**config.mk**
```make
export PLATFORM = sky130hd
export DESIGN_NAME = stack_alu_ctrl
export DESIGN_NICKNAME = d
export VERILOG_FILES = /design/src/rtl/stack_alu_ctrl.sv
export SDC_FILE = /design/constraint.sdc
export NUM_CORES = 1
export LEC_CHECK = 0
export CAP_MARGIN = 20
export CORE_ASPECT_RATIO = 0.9
export CORE_MARGIN = 4
export CORE_UTILIZATION = 28
export CTS_CLUSTER_DIAMETER = 50
export CTS_CLUSTER_SIZE = 28
export DETAILED_ROUTE_END_ITERATION = 8
export HOLD_SLACK_MARGIN = 0.12
export SLEW_MARGIN = 20
export SYNTH_ARGS = -nofsm -noshare
export SYNTH_HDL_FRONTEND = slang
export SYNTH_SLANG_ARGS = --single-unit
```
**constraint.sdc**
```tcl
create_clock -name clock -period 11.37 [get_ports clock]
set_clock_uncertainty 0.15 [all_clocks]
set_input_delay 1.137 -clock clock [delete_from_list [all_inputs] [get_ports clock]]
set_output_delay 1.137 -clock clock [all_outputs]
set_load 0.05 [all_outputs]
```
**src/rtl/stack_alu_ctrl.sv**
```systemverilog
// Stack ALU sequencer: pops one or two operands from the operand stack,
// executes one ALU opcode, pushes the result and reports zero/carry/err status.
//
// state | meaning
// ------+--------------------------------------------------------------
// IDLE  | op_ready high, waiting for an opcode
// POP1  | first pop request (B, the old top of stack)
// POP2  | capture B; second pop request for binary ops
// EXEC  | capture A (binary), compute and register result and flags
// PUSH  | push result, pulse done, flags become visible
// ERR   | operand underflow, pulse err, opcode dropped
module stack_alu_ctrl #(
   parameter int WIDTH = 32,
   parameter int CNT_W = 5
) (
   input  logic             clock,
   input  logic             reset,
   input  logic             op_valid,
   input  logic [2:0]       op_code,
   output logic             op_ready,
   input  logic [CNT_W-1:0] stk_count,
   output logic             stk_pop_alu,
   input  logic [WIDTH-1:0] stk_rdata,
   output logic             stk_push,
   output logic [WIDTH-1:0] stk_wdata,
   output logic             done,
   output logic             err,
   output logic             zero,
   output logic             carry
);

   localparam int SH_W = $clog2(WIDTH);

   localparam logic [2:0] OP_ADD = 3'b000;
   localparam logic [2:0] OP_SUB = 3'b001;
   localparam logic [2:0] OP_AND = 3'b010;
   localparam logic [2:0] OP_OR  = 3'b011;
   localparam logic [2:0] OP_XOR = 3'b100;
   localparam logic [2:0] OP_NOT = 3'b101;
   localparam logic [2:0] OP_SHL = 3'b110;
   localparam logic [2:0] OP_SHR = 3'b111;

   typedef enum logic [2:0] {
      S_IDLE,
      S_POP1,
      S_POP2,
      S_EXEC,
      S_PUSH,
      S_ERR
   } state_t;

   state_t           state_q, state_d;
   logic [2:0]       op_q, op_d;
   logic [WIDTH-1:0] b_q, b_d;
   logic [WIDTH-1:0] r_q, r_d;
   logic             zero_q, zero_d;
   logic             carry_q, carry_d;

   logic [CNT_W-1:0] need_cnt;
   logic [WIDTH:0]   sum;
   logic [WIDTH-1:0] res;
   logic             res_c;

   always_ff @(posedge clock or negedge reset) begin
      if (!reset) begin
         state_q <= S_IDLE;
         op_q    <= OP_ADD;
         b_q     <= '0;
         r_q     <= '0;
         zero_q  <= 1'b0;
         carry_q <= 1'b0;
      end else begin
         state_q <= state_d;
         op_q    <= op_d;
         b_q     <= b_d;
         r_q     <= r_d;
         zero_q  <= zero_d;
         carry_q <= carry_d;
      end
   end

   // A is the live stack read data in EXEC; B was captured in POP2.
   always_comb begin
      sum   = {1'b0, stk_rdata} + {1'b0, b_q};
      res   = '0;
      res_c = 1'b0;
      case (op_q)
         OP_ADD: begin
            res   = sum[WIDTH-1:0];
            res_c = sum[WIDTH];
         end
         OP_SUB: begin
            res   = stk_rdata - b_q;
            res_c = (stk_rdata < b_q);
         end
         OP_AND:  res = stk_rdata & b_q;
         OP_OR:   res = stk_rdata | b_q;
         OP_XOR:  res = stk_rdata ^ b_q;
         OP_NOT:  res = ~b_q;
         OP_SHL:  res = stk_rdata << b_q[SH_W-1:0];
         OP_SHR:  res = stk_rdata >> b_q[SH_W-1:0];
         default: res = '0;
      endcase
   end

   always_comb begin
      state_d     = state_q;
      op_d        = op_q;
      b_d         = b_q;
      r_d         = r_q;
      zero_d      = zero_q;
      carry_d     = carry_q;
      op_ready    = 1'b0;
      stk_pop_alu = 1'b0;
      stk_push    = 1'b0;
      done        = 1'b0;
      err         = 1'b0;
      need_cnt    = (op_code == OP_NOT) ? CNT_W'(1) : CNT_W'(2);

      case (state_q)
         S_IDLE: begin
            op_ready = 1'b1;
            if (op_valid) begin
               op_d    = op_code;
               state_d = (stk_count < need_cnt) ? S_ERR : S_POP1;
            end
         end
         S_POP1: begin
            stk_pop_alu = 1'b1;
            state_d     = S_POP2;
         end
         S_POP2: begin
            b_d         = stk_rdata;
            stk_pop_alu = (op_q != OP_NOT);
            state_d     = S_EXEC;
         end
         S_EXEC: begin
            r_d     = res;
            zero_d  = (res == '0);
            carry_d = res_c;
            state_d = S_PUSH;
         end
         S_PUSH: begin
            stk_push = 1'b1;
            done     = 1'b1;
            state_d  = S_IDLE;
         end
         S_ERR: begin
            err     = 1'b1;
            state_d = S_IDLE;
         end
         default: state_d = S_IDLE;
      endcase
   end

   assign stk_wdata = r_q;
   assign zero      = zero_q;
   assign carry     = carry_q;

endmodule

```
# After elaboration in Yosys (flattened, before gate mapping)
# Cells that the tools add are included.
# op_classes
n_addsub,2
n_lt_le_gt_ge,2
eq_ne,15
shifts,2
n_mux,10
bitwise,4
reduce_logical,4
# op_table
cell,count
32-bit case mux with 8 select lines,1
32-bit by 32-bit adder with 33-bit output,1
32-bit bitwise AND,1
32-bit zero test,1
32-bit less-than comparator,1
32-bit inverter,1
32-bit bitwise OR,1
32-bit by 5-bit << shifter with 32-bit output,1
32-bit by 5-bit right shift with 32-bit output,1
32-bit subtractor,1
32-bit bitwise XOR,1
3-bit == test (second input constant),7
3-bit by 2-bit == test with 1-bit output (second input constant),4
3-bit case mux with 4 select lines,1
3-bit by 1-bit == test with 1-bit output (second input constant),2
3-bit zero test,2
3-bit 2-to-1 mux,2
5-bit by 2-bit less-than comparator with 1-bit output,1
1-bit case mux with 2 select lines,2
1-bit 2-to-1 mux,3
3-bit != test (second input constant),1
2-bit 2-to-1 mux,1
2-bit != test (second input constant),1
2-bit AND reduction,1
# word_totals
ff_bits,72
inputBits,43
wordCells,45

# Depth between registers and ports, before layout
# depth
word_depth,6
depth_mapped,18
ltp_nobuf,15

# Least setup slack after synthesis
# OpenSTA, ideal clock, no wires.
# synth_timing
path_kind,in2reg
from,input stk_rdata[8]
to,register zero_q (netlist: zero)
t_arrival_ns,4.274
t_required_ns,11.116
setup_slack_ns,6.842
cell_stages,15
path_buffers,2
path_cell_list,clkbuf_1 -> inv_1 -> ha_1 -> buf_2 -> nand2_1 -> o211ai_1 -> a21oi_1 -> a2111oi_0 -> nor3_1 -> a2111oi_1 -> a311oi_1 -> o31ai_1 -> and4_1 -> nand4_1 -> o41ai_2
# synth_via
elab_chain_len,3
# synth_rtl
element,line,source
"start, declared",23,"input logic [WIDTH-1:0] stk_rdata,"
"32-bit subtractor, or another cell as far along",93,res = stk_rdata - b_q;
32-bit case mux with 8 select lines (*),87,case (op_q)
32-bit zero test (*),139,zero_d = (res == '0);
"end signal, assigned",77,zero_q <= zero_d;
"end, declared",56,"logic zero_q, zero_d;"
# Mark *: on every way between the ends. The rest lies on a longest branch, timed or not.
# A chain may end at the register's enable or synchronous reset.

# Worst setup path after layout
# layout_timing
from,register b_q[1]
to,register zero_q (netlist: zero)
# layout_via
elab_chain_len,3
# layout_rtl
element,line,source
"start, declared",54,"logic [WIDTH-1:0] b_q, b_d;"
"start signal, assigned",68,b_q <= '0;
"start signal, assigned",75,b_q <= b_d;
"32-bit subtractor, or another cell as far along",93,
32-bit case mux with 8 select lines (*),87,
32-bit zero test (*),139,
# Marks and branches as above.

==> metrics.log <==
INFO  metric core_region_area = 0.0432 sq mm
INFO  metric total_via_count_in_the_routed_design = 13.9k
INFO  metric max-slew-margin-rel = 0.218
INFO  metric htree_num_levels = 3
INFO  metric io_pins = 82
INFO  metric reg2reg_slack = 5.13 ns
INFO  metric regToRegStartpoint = b_q[1]$_DFFE_PN0P_
INFO  metric required = 11.49 ns
INFO  metric global_route.usage.total = 0.245
INFO  metric layout.cells.most_common = sky130_fd_sc_hd__nand2_1
INFO  metric outcome = finished, final reports clean
INFO  metric power.ir.vdd_worst = 0.102 mV
INFO  metric drc = 0
INFO  metric timing_hold_violations_final = 0
INFO  metric whs_path_depth = 2
INFO  metric die_area = 0.0474 sq mm
INFO  metric max-cap-violations = 0
INFO  metric area_growth_from_synthesis_to_final_layout = 11.7%
INFO  metric clk_pin_slew_worst_paths = 0.07 ns
INFO  metric seq_area_frac_synth = 0.146
INFO  metric number_of_global_route_vias_before_repair = 13.2k
INFO  metric critPathMaxFanout = 62
INFO  metric drive_gt1_frac = 0.0905
INFO  metric die_width = 229 microns
INFO  metric async_flop_share = 1.00
INFO  metric slew_viol_final = 0
INFO  metric post-place-ws = 5.01 ns
INFO  metric postSynthNetCount = 1793
INFO  metric timing.fmax = 160 MHz
INFO  metric timing.hold.worst_endpoint = carry$_DFFE_PN0P_
INFO  metric grt_setup_unrepaired = false
INFO  metric ctsResizeCount = 0
INFO  metric post_synth_num_cell_types = 91
INFO  metric most-common-layout-cells = sky130_fd_sc_hd__nand2_1 (194), sky130_fd_sc_hd__nor2_1 (126), sky130_fd_sc_hd__o21ai_0 (125)
INFO  metric cts_buffer_depth = 2
INFO  metric die-height = 207 microns
INFO  metric routed_via_density = 6.33
INFO  metric clock_insertion_delay_worst_skew = 0.38 ns
INFO  metric cts_buffers = 9
INFO  metric timing.hold.worst.class = reg2reg
INFO  metric synth_warnings = 0
INFO  metric cp-startpoint = b_q[1]$_DFFE_PN0P_
INFO  metric multi_input_comb_area = 0.00947 sq mm
INFO  metric criticalPathCategory = reg2reg
INFO  metric fin_area = 0.0138 sq mm
INFO  metric grt_antenna_before_repair = 2
INFO  metric ff2ff_path_depth = 14
INFO  metric total_power = 5.03 mW
INFO  metric leakagePower = 5.51 nW
INFO  metric numPortBuffers = 81
INFO  metric final_critical_delay_including_setup_and_external_delays = 6.24 ns
INFO  metric crit_arrival = 6.36 ns
INFO  metric pwr_dens = 365 mW/mm^2
INFO  metric number_of_flip_flops_and_latches_in_the_synthesized_netlist = 72
INFO  metric setup_bufs_post_cts = 0
INFO  metric setup_viol_count_final = 0
INFO  metric drt-total-wl = 60.7 mm
INFO  metric hpwl = 45.6 mm
INFO  metric synthesized_netlist_cell_count = 1650
INFO  metric seq_area = 0.00181 sq mm
INFO  metric drt_pass1_iterations = 7
INFO  metric post_synthesis_average_cell_area = 7.47 sq um
INFO  metric grt_pass1_wl = 89.5 mm
INFO  metric initial_utilization = 0.285
INFO  metric worst_slack = 5.13 ns
INFO  metric detailed_place.area = 0.0134 sq mm
INFO  metric clockRootBuffer = sky130_fd_sc_hd__clkbuf_16
INFO  metric routed_wire_length_per_instance = 27.7 microns
INFO  metric fill_cells = 4649
INFO  metric postSynth.topFlopCell = sky130_fd_sc_hd__dfrtp_1
INFO  metric grt_start_max_net_pins = 65
INFO  metric cp-end-kind = flip-flop
INFO  metric measured_slew_at_the_worst_slew_check_pin = 1.17 ns
INFO  metric clock-sinks = 72
INFO  metric totalNegativeSetupSlack = 0 ns
INFO  metric cts_tree = done
INFO  metric synth-edff-count = 0
INFO  metric holdBufCountCts = 0
INFO  metric mappedNetlistArea = 0.0123 sq mm
INFO  metric final_core_utilization = 0.318
INFO  metric antenna_violating_nets_post_route = 0
INFO  metric std_cell_rows = 72
INFO  metric worstSetupStartpointType = flip-flop
INFO  metric drt_first_iter_violations = 2018
INFO  metric place_congestion = 1.04
INFO  metric r2r_end = zero$_DFFE_PN0P_
INFO  metric layout.nets = 1774
INFO  metric hold_start = carry$_DFFE_PN0P_
INFO  metric finalCritPeriodShare = 0.549
INFO  metric grt_remaining_overflow = 0
-- worst max path at each step --
stage / end / slack (ns) / cells past startpoint
final: zero$_DFFE_PN0P_ / 5.13 / 14
after global routing: zero$_DFFE_PN0P_ / 4.73 / 14
after CTS: zero$_DFFE_PN0P_ / 5.19 / 14
after detailed placement: zero$_DFFE_PN0P_ / 5.01 / 14
after global placement: zero$_DFFE_PN0P_ / 5.06 / 16
after floorplan: zero$_DFFE_PN0P_ / 6.84 / 15
-- per-layer routing --
layer  vias to the layer above  wire [microns]  GRT usage  share of wire
met3                       164            5830     0.0481          0.096
met2                       822           25900      0.367           0.43
met5                         -              13          0        0.00021
met1                      6790           25800      0.339           0.42
met4                         2            3190      0.115          0.053
li1                       6097               -          -              -
-- critical path: stages (launching register included) --
cell                        delay [ns]
sky130_fd_sc_hd__dfrtp_4          0.77
sky130_fd_sc_hd__buf_4            0.76
sky130_fd_sc_hd__inv_2            0.35
sky130_fd_sc_hd__fa_1             0.50
sky130_fd_sc_hd__nor2b_1          0.19
sky130_fd_sc_hd__o311ai_2         0.59
sky130_fd_sc_hd__a2111oi_1        0.30
sky130_fd_sc_hd__o31a_1           0.42
sky130_fd_sc_hd__a211oi_1         0.43
sky130_fd_sc_hd__nor2_1           0.09
sky130_fd_sc_hd__a2111oi_0        0.42
sky130_fd_sc_hd__xnor2_1          0.21
sky130_fd_sc_hd__a21oi_1          0.40
sky130_fd_sc_hd__nand4_1          0.22
sky130_fd_sc_hd__o41ai_2          0.30
-- logic make-up (layout without fill, tap and decap cells) --
| family | after synthesis | after routing | synth area share |
|---|---|---|---|
| AOI/OAI and AO/OA | 553 | 553 | 0.298 |
| xor gates and xnor gates | 20 | 20 | 0.0142 |
| adders and majority gates | 100 | 100 | 0.103 |
| buffers and inverters | 250 | 236 | 0.0868 |
| DFF | 72 | 72 | 0.146 |
| muxes | 130 | 130 | 0.152 |
| other | 0 | 1 | 0 |
| and+or+nand+nor | 525 | 525 | 0.200 |
-- final cells by class --
class | count | area share
multi-input combinational | 1328 | 0.688
sequential | 72 | 0.132
timing repair buffer | 115 | 0.0771
tap | 555 | 0.0504
inverter | 105 | 0.0288
clock buffer | 10 | 0.0174
clock inverter | 6 | 0.00654
antenna | 1 | 0.000182
-- where the power goes --
group | total, mW | internal (mW) | switching [mW]
clock | 0.346 | 0.199 | 0.147
sequential | 0.548 | 0.385 | 0.163
combinational | 4.13 | 1.34 | 2.79
-- state kept, by name, indices dropped and copies added (netlist names) --
name and cells:
b_q 32, carry 1, op_q 3, state_q 3, stk_wdata 32, zero 1
-- synth_stat cells, types with 8 or more instances --
cell type,n,area share
sky130_fd_sc_hd__buf_2,30,0.012
sky130_fd_sc_hd__a21o_1,18,0.011
sky130_fd_sc_hd__mux2_2,23,0.021
sky130_fd_sc_hd__o21a_1,9,0.0055
sky130_fd_sc_hd__nand2b_1,21,0.011
sky130_fd_sc_hd__or3_1,13,0.0066
sky130_fd_sc_hd__nand2_1,194,0.059
sky130_fd_sc_hd__inv_1,100,0.030
sky130_fd_sc_hd__mux4_2,41,0.075
sky130_fd_sc_hd__a21oi_1,115,0.047
sky130_fd_sc_hd__a22oi_1,8,0.0049
sky130_fd_sc_hd__clkbuf_1,93,0.028
sky130_fd_sc_hd__o22ai_1,33,0.017
sky130_fd_sc_hd__o21ai_0,125,0.051
sky130_fd_sc_hd__nand4_1,15,0.0076
sky130_fd_sc_hd__o211ai_1,30,0.018
sky130_fd_sc_hd__a221o_1,8,0.0065
sky130_fd_sc_hd__nor2_1,127,0.039
sky130_fd_sc_hd__and3_1,9,0.0046
sky130_fd_sc_hd__nor4_1,14,0.0071
sky130_fd_sc_hd__a221oi_1,19,0.014
sky130_fd_sc_hd__nor3_1,39,0.016
sky130_fd_sc_hd__mux2_1,12,0.011
sky130_fd_sc_hd__nor2b_1,23,0.012
sky130_fd_sc_hd__dfrtp_1,72,0.15
sky130_fd_sc_hd__buf_1,8,0.0024
sky130_fd_sc_hd__ha_1,98,0.099
sky130_fd_sc_hd__nand3_1,30,0.012
sky130_fd_sc_hd__o31ai_1,12,0.0073
sky130_fd_sc_hd__a31oi_1,29,0.015
sky130_fd_sc_hd__o221ai_1,17,0.012
sky130_fd_sc_hd__o21ai_1,9,0.0037
sky130_fd_sc_hd__o21bai_1,8,0.0049
sky130_fd_sc_hd__mux2i_1,52,0.042
sky130_fd_sc_hd__xnor2_1,19,0.014
sky130_fd_sc_hd__a211oi_1,30,0.018
-- per-stage QoR --
step,std cells,hold WS [ns]
5_1_grt,2192,0.355
3_3_place_gp,2174,0.316
3_5_place_dp,2174,0.320
6_report,2192,0.328
2_1_floorplan,1650,0.410
4_1_cts,2190,0.335
(Power assumes the default switching activity.)
